===== src/rtl/instruction_fetch.sv =====
// ---------------------------------------------------------------------------
// instruction_fetch
//
// Front end of the 8-bit CPU. Owns the single port of the 256x8 program/data
// memory, sequences the program counter and assembles 1- or 2-byte
// instructions for decode over a valid/ready handshake. Load/store accesses
// from execute take the memory port whenever dataReq is high; instruction
// fetch stalls in those cycles.
//
// Ports:
//   clock, resetN                  clock, asynchronous active-low reset
//   memAddress/WriteEnable/        memory port (address, write strobe,
//   memWriteData, memData          write data, combinational read data)
//   dataReq/Write/Address/         load/store request from execute
//   dataWriteData
//   dataReadData, dataAck          load result, access performed this cycle
//   branchTaken, branchTarget      PC redirect (highest priority)
//   instrValid/Ready/Opcode/       instruction handshake towards decode
//   instrOperand/Pc
//
// Parameters:
//   RESET_PC     PC value loaded on reset
//   LONG_OP_BIT  opcode bit marking a 2-byte instruction
//
// Build option:
//   FETCH_BYPASS_EN  when defined, an accepted instruction in ISSUE fetches
//                    the next opcode in the same cycle (1 instr/cycle for
//                    back-to-back 1-byte ops).
// ---------------------------------------------------------------------------
module instruction_fetch #(
  parameter logic [7:0] RESET_PC    = 8'h00,
  parameter int         LONG_OP_BIT = 7
) (
  input  logic       clock,
  input  logic       resetN,
  output logic [7:0] memAddress,
  output logic       memWriteEnable,
  output logic [7:0] memWriteData,
  input  logic [7:0] memData,
  input  logic       dataReq,
  input  logic       dataWrite,
  input  logic [7:0] dataAddress,
  input  logic [7:0] dataWriteData,
  output logic [7:0] dataReadData,
  output logic       dataAck,
  input  logic       branchTaken,
  input  logic [7:0] branchTarget,
  output logic       instrValid,
  input  logic       instrReady,
  output logic [7:0] instrOpcode,
  output logic [7:0] instrOperand,
  output logic [7:0] instrPc
);

  typedef enum logic [1:0] {
    FETCH_OP  = 2'd0,
    FETCH_ARG = 2'd1,
    ISSUE     = 2'd2
  } state_e;

  state_e     state_q, state_d;
  logic [7:0] pc_q, pc_d;
  logic [7:0] opcode_q, opcode_d;
  logic [7:0] operand_q, operand_d;
  logic [7:0] instr_pc_q, instr_pc_d;

  logic long_op;       // byte on memData is an opcode with an operand
  logic bypass_fetch;  // ISSUE hands off and fetches the next opcode at once
  logic fetch_op;      // opcode byte captured this cycle
  logic fetch_arg;     // operand byte captured this cycle

  assign long_op = memData[LONG_OP_BIT];

`ifdef FETCH_BYPASS_EN
  // memAddress is already pc whenever dataReq is low, so the opcode is on
  // memData in the accepting cycle.
  assign bypass_fetch = (state_q == ISSUE) && instrReady && !dataReq && !branchTaken;
`else
  assign bypass_fetch = 1'b0;
`endif

  assign fetch_op  = !branchTaken &&
                     (((state_q == FETCH_OP) && !dataReq) || bypass_fetch);
  assign fetch_arg = !branchTaken && (state_q == FETCH_ARG) && !dataReq;

  // Memory port mux: the data side owns the port whenever it asks for it.
  // NOTE: every signal gets a default at the top of an always_comb so no path
  // leaves it unassigned, which would otherwise infer a latch.
  always_comb begin
    memAddress     = pc_q;
    memWriteEnable = 1'b0;
    memWriteData   = 8'h00;
    dataAck        = 1'b0;
    if (dataReq) begin
      memAddress     = dataAddress;
      // Gated by resetN so a store can never hit memory while in reset.
      memWriteEnable = dataWrite & resetN;
      memWriteData   = dataWriteData;
      dataAck        = 1'b1;
    end
  end

  assign dataReadData = memData;

  // State register.
  // NOTE: sequential state uses non-blocking assignments so every flop
  // samples its _d value from before the edge, independent of block order.
  always_ff @(posedge clock or negedge resetN) begin
    if (!resetN) begin
      state_q <= FETCH_OP;
    end else begin
      state_q <= state_d;
    end
  end

  // Next-state logic. A branch wins over everything; a dataReq stalls the
  // fetch states but never blocks acceptance in ISSUE.
  always_comb begin
    state_d = state_q;
    if (branchTaken) begin
      state_d = FETCH_OP;
    end else begin
      case (state_q)
        FETCH_OP:  if (!dataReq) state_d = long_op ? FETCH_ARG : ISSUE;
        FETCH_ARG: if (!dataReq) state_d = ISSUE;
        ISSUE: begin
          if (instrReady) begin
            if (bypass_fetch) state_d = long_op ? FETCH_ARG : ISSUE;
            else              state_d = FETCH_OP;
          end
        end
        default:   state_d = FETCH_OP;
      endcase
    end
  end

  // Outputs from state.
  always_comb begin
    instrValid = (state_q == ISSUE);
  end

  // Datapath: pc and the instruction holding registers. They only change on
  // a fetch, so they stay stable in ISSUE while decode is not ready.
  always_comb begin
    pc_d       = pc_q;
    opcode_d   = opcode_q;
    operand_d  = operand_q;
    instr_pc_d = instr_pc_q;
    if (branchTaken) begin
      pc_d = branchTarget;
    end else if (fetch_op) begin
      opcode_d   = memData;
      instr_pc_d = pc_q;
      pc_d       = pc_q + 8'd1;
      if (!long_op) operand_d = 8'h00;
    end else if (fetch_arg) begin
      operand_d = memData;
      pc_d      = pc_q + 8'd1;
    end
  end

  always_ff @(posedge clock or negedge resetN) begin
    if (!resetN) begin
      pc_q       <= RESET_PC;
      opcode_q   <= 8'h00;
      operand_q  <= 8'h00;
      instr_pc_q <= 8'h00;
    end else begin
      pc_q       <= pc_d;
      opcode_q   <= opcode_d;
      operand_q  <= operand_d;
      instr_pc_q <= instr_pc_d;
    end
  end

  assign instrOpcode  = opcode_q;
  assign instrOperand = operand_q;
  assign instrPc      = instr_pc_q;

endmodule


===== config.mk =====
export PLATFORM = sky130hd
export DESIGN_NAME = instruction_fetch
export DESIGN_NICKNAME = d
export VERILOG_FILES = /design/src/rtl/instruction_fetch.sv
export SDC_FILE = /design/constraint.sdc
export NUM_CORES = 1
export LEC_CHECK = 0
export ABC_CLOCK_PERIOD_IN_PS = 3800
export CAP_MARGIN = 20
export CELL_PAD_IN_SITES_DETAIL_PLACEMENT = 0
export CELL_PAD_IN_SITES_GLOBAL_PLACEMENT = 2
export CORE_UTILIZATION = 25
export CTS_CLUSTER_SIZE = 24
export DETAILED_ROUTE_END_ITERATION = 8
export GPL_TIMING_DRIVEN = 0
export PLACE_DENSITY = 0.84
export SYNTH_ARGS = -nofsm -noshare
export SYNTH_HDL_FRONTEND = slang
export SYNTH_SLANG_ARGS = --single-unit

===== constraint.sdc =====
create_clock -name clock -period 3.8 [get_ports clock]
set_input_delay 0.76 -clock clock [delete_from_list [all_inputs] [get_ports clock]]
set_output_delay 0.76 -clock clock [all_outputs]
set_load 0.1 [all_outputs]

==> out/summary.md <==
The run finished, with violations left. The checks that failed: DRC. Buffers placed on the I/O ports in this run total 86. The initial standard-cell utilization of the core came out at 26.40%.

In the synthesized netlist the dominant register cell turns out to be dfrtp_1. The highest cell delay on the worst timing path was 1.16 ns. The switching power share of the total was 50.18%; the number of cells produced by synthesis was 147. The H-tree was split into 2 levels.

The height of the die came out at 84.59 µm. Among all stages on the critical path, the largest delay is contributed by clkdlybuf4s50_1. The clock-pin slew of the registers on the worst-case setup and hold paths came out at 0.07 ns. Worst hold slack: 0.5069 ns. The synthesized design spends more area on one cell type than any other, namely dfrtp_1. The number of library cell types mapped by synthesis is 34, and the number of optimization iterations in the first detailed-route pass is 8. The critical path is of the input port to output port type. Detailed placement finished with a half-perimeter wire length of 3.200 mm. Synthesis produced a netlist with a net count of 186. VDD sags by at most 270.0 µV.

Ranked by total cell area, the synthesized netlist is headed by dfrtp_1 50%, mux2_2 15%, buf_4 4.0%. Measured against its own limit, the worst slew margin works out to 32.44%. Counting flops with an async set or reset pin after synthesis yields a share of 100.0%. After layout, the minimum clock period comes to 3.568 ns.

Area enclosed by the die boundary: 7155 µm². The type of element launching the critical path was an input port. In the layout the commonest cells are 85 x clkdlybuf4s50_1, 34 x dfrtp_1, 23 x mux2_2.

After global routing the overflow that remains totals 0. The final-report hold violation count came out at 0. TritonCTS built the clock tree. The floorplan step defined a core boundary enclosing 6459 µm². For this run, design rule violations remaining after detail routing come to 7. The tools report the wire length of the first global-routing pass as 7.507 mm. The post-CTS setup repair buffer count came out at 0. The clock net in this run drives a total of 34 sinks.

Routability-driven placement finished with a final weighted congestion of 0.7160. At the pin with the least slew margin, the transition time is 1.010 ns. At the worst endpoint, the required time is 3.04 ns. Max capacitance violation total: 0. The tightest min-delay check is of the flip-flop to flip-flop type.

The synthesized netlist occupies a cell area of 1705 µm². A synthesized cell averages 11.60 µm². For this run, the top clock speed supported by timing is 280.3 MHz. For this run, the post-layout net count is 279.

After detailed routing, the average wire length per cell comes to 13.86 µm. Summed over all layers, the routed wires come to 4.408 mm. Entering global routing, the biggest net connects 36 pins. Final period utilization: 93.90%.

The count of flip-flops with a built-in enable after synthesis is 0, and the flip-flop and latch count after synthesis is 34. The portion of synthesized cell area occupied by the leading cell type was 49.89%. The detailed router finished its first iteration with 50 violations.

The signal on the critical path passes through buf_2 -> and3_1 -> clkdlybuf4s50_1. Across every metal layer, demand over resource in global routing totals 13.40%. Internal power: 787.3 µW.

The detail route stage leaves a number of antenna-violating nets equal to 0. The run gives 0 as the number of antenna violations at the first check in global routing. Setup repair after global routing left no endpoint under its margin. Counting the fill cells in the layout gives 671.

Of the total power, combinational logic draws 52.8%. In this run, CTS created clock tree buffers numbering 5. The count of final max-slew check failures came out at 0.

In this run the clock root is driven by a clkbuf_8. For this run, the number of Yosys warnings is 0. The run gives 0 as the hold buffer count at cts. The floorplan has 29 rows. The share of synthesized area occupied by flip-flops and latches is 49.89%. For this design the ratio of total power to cell area is 574.1 nW/µm². The clock passes through at most 2 buffers. The number of antenna cells inserted was 0; the worst-skew pair later-pin latency was 0.28 ns. For this design the top-level I/O count stands at 89. Using the TritonRoute via totals, the vias-per-cell ratio works out to 4.557. The logs give 310 for the number of placed instances with taps included and 0 for the number of resized instances in the post-cts repair step. At the end of the flow the core is filled with cells to 42.62%.

Synthesis-to-finish area growth: 61.41%. In this run, the clock network consumes 17.8% of the power. Share of power burned in registers: 29.4%. The count of cells in the finished layout, fillers not included, comes to 318. For the number of global-route vias before repair, the log shows 1476.

The worst setup path is captured at an output port. The analysis attributes to cell leakage a power of 0.001125 µW. The completed layout was analyzed and its total power is 1580 µW. The die extent in x was 84.59 µm; the count of endpoints failing setup in the final report was 0. Leading cell type in the layout, fill and taps excluded: clkdlybuf4s50_1. The share of post-route cells with drive strength above 1 works out to 19.92%.

The net load switching power is 792.9 µW, and the aggregate negative setup slack is 0 ns. The final route contains 1449 vias. The worst clock skew on the final layout is 0.009365 ns, and the data arrival time at the worst-slack endpoint is 2.81 ns. Along the worst path, the maximum fanout reaches 35.
==> area by class of cell <==
cell class | instances | area [µm²] | area share [%]
Multi-Input combinational cell | 90 | 716.9 | 26.05
Timing Repair Buffer | 86 | 855.8 | 31.09
Clock buffer | 6 | 82.58 | 3.000
Sequential cell | 34 | 850.8 | 30.91
Tap cell | 77 | 96.34 | 3.500
Clock inverter | 2 | 12.51 | 0.4545
Inverter | 5 | 18.77 | 0.6818
Buffer | 18 | 118.9 | 4.318
==> Yosys cell counts, types with 5 or more instances <==
library cell / instances
buf_4: 9
clkbuf_1: 5
inv_1: 5
mux2_2: 23
a22o_1: 7
nand3_1: 5
nor2_1: 5
o21ai_0: 5
and2_1: 10
dfrtp_1: 34
nand2_1: 8
==> flip-flops by register name, summed over array words and instances (netlist names) <==
signal	count
instrOpcode	8
instrOperand	8
instrPc	8
pc_q	8
state_q	2
==> power groups by stage <==
stage | sequential (µW) | combinational [µW] | clock [µW]
global placement | 470 | 837 | 0
CTS | 465 | 840 | 290
global route | 475 | 862 | 309
detailed placement | 471 | 838 | 0
finish | 464 | 835 | 282
floorplan | 831 | 262 | 0
==> cell families (layout without fill, tap and decap cells) <==
| group | Yosys count | count (layout) | share of synthesized area, % |
|---|---|---|---|
| xor+xnor | 2 | 2 | 1.027 |
| simple gates | 40 | 40 | 14.67 |
| compound gates | 23 | 23 | 9.831 |
| mux | 24 | 24 | 15.77 |
| fa+ha+maj | 1 | 1 | 0.7336 |
| flops | 34 | 34 | 49.89 |
| buf+inv | 23 | 117 | 8.070 |
==> per-stage QoR <==
stage               worst slack [ns]  cell area, µm²
CTS                           0.1531            2753
finish                        0.2319            2753
global placement             -0.8977            2663
detailed placement            0.1418            2658
floorplan                     0.6397            1705
global route                 0.04859            2753
==> final timing paths <==
| kind | cells past startpoint | startpoint | endpoint | slack (ns) |
|---|---|---|---|---|
| max reg2reg | 4 | state_q[0] | instrOpcode[3] | 1.90 |
| min in group asynchronous | 1 | resetN | instrPc[0] | 0.55 |
| min reg2reg | 1 | instrPc[4] | instrPc[4] | 0.51 |
| min | 1 | instrPc[4] | instrPc[4] | 0.51 |
| max | 3 | resetN | memWriteEnable | 0.23 |
| max in group asynchronous | 1 | resetN | pc_q[7] | 2.73 |
==> per-layer routing <==
metal / part of all wire [%] / up-vias / track usage [%]
met3: 7.6 / 5 / 4.720
met1: 48 / 681 / 18.85
li1: - / 700 / -
met5: 0 / - / 0
met2: 43 / 63 / 19.36
met4: 0.91 / 0 / 3.852
==> worst max-delay path: cells and delay by family <==
kind / cells / cell delay, ns
simple gates: 1 / 0.26
buf+inv: 2 / 1.76
Power figures use the tool's default switching activity.
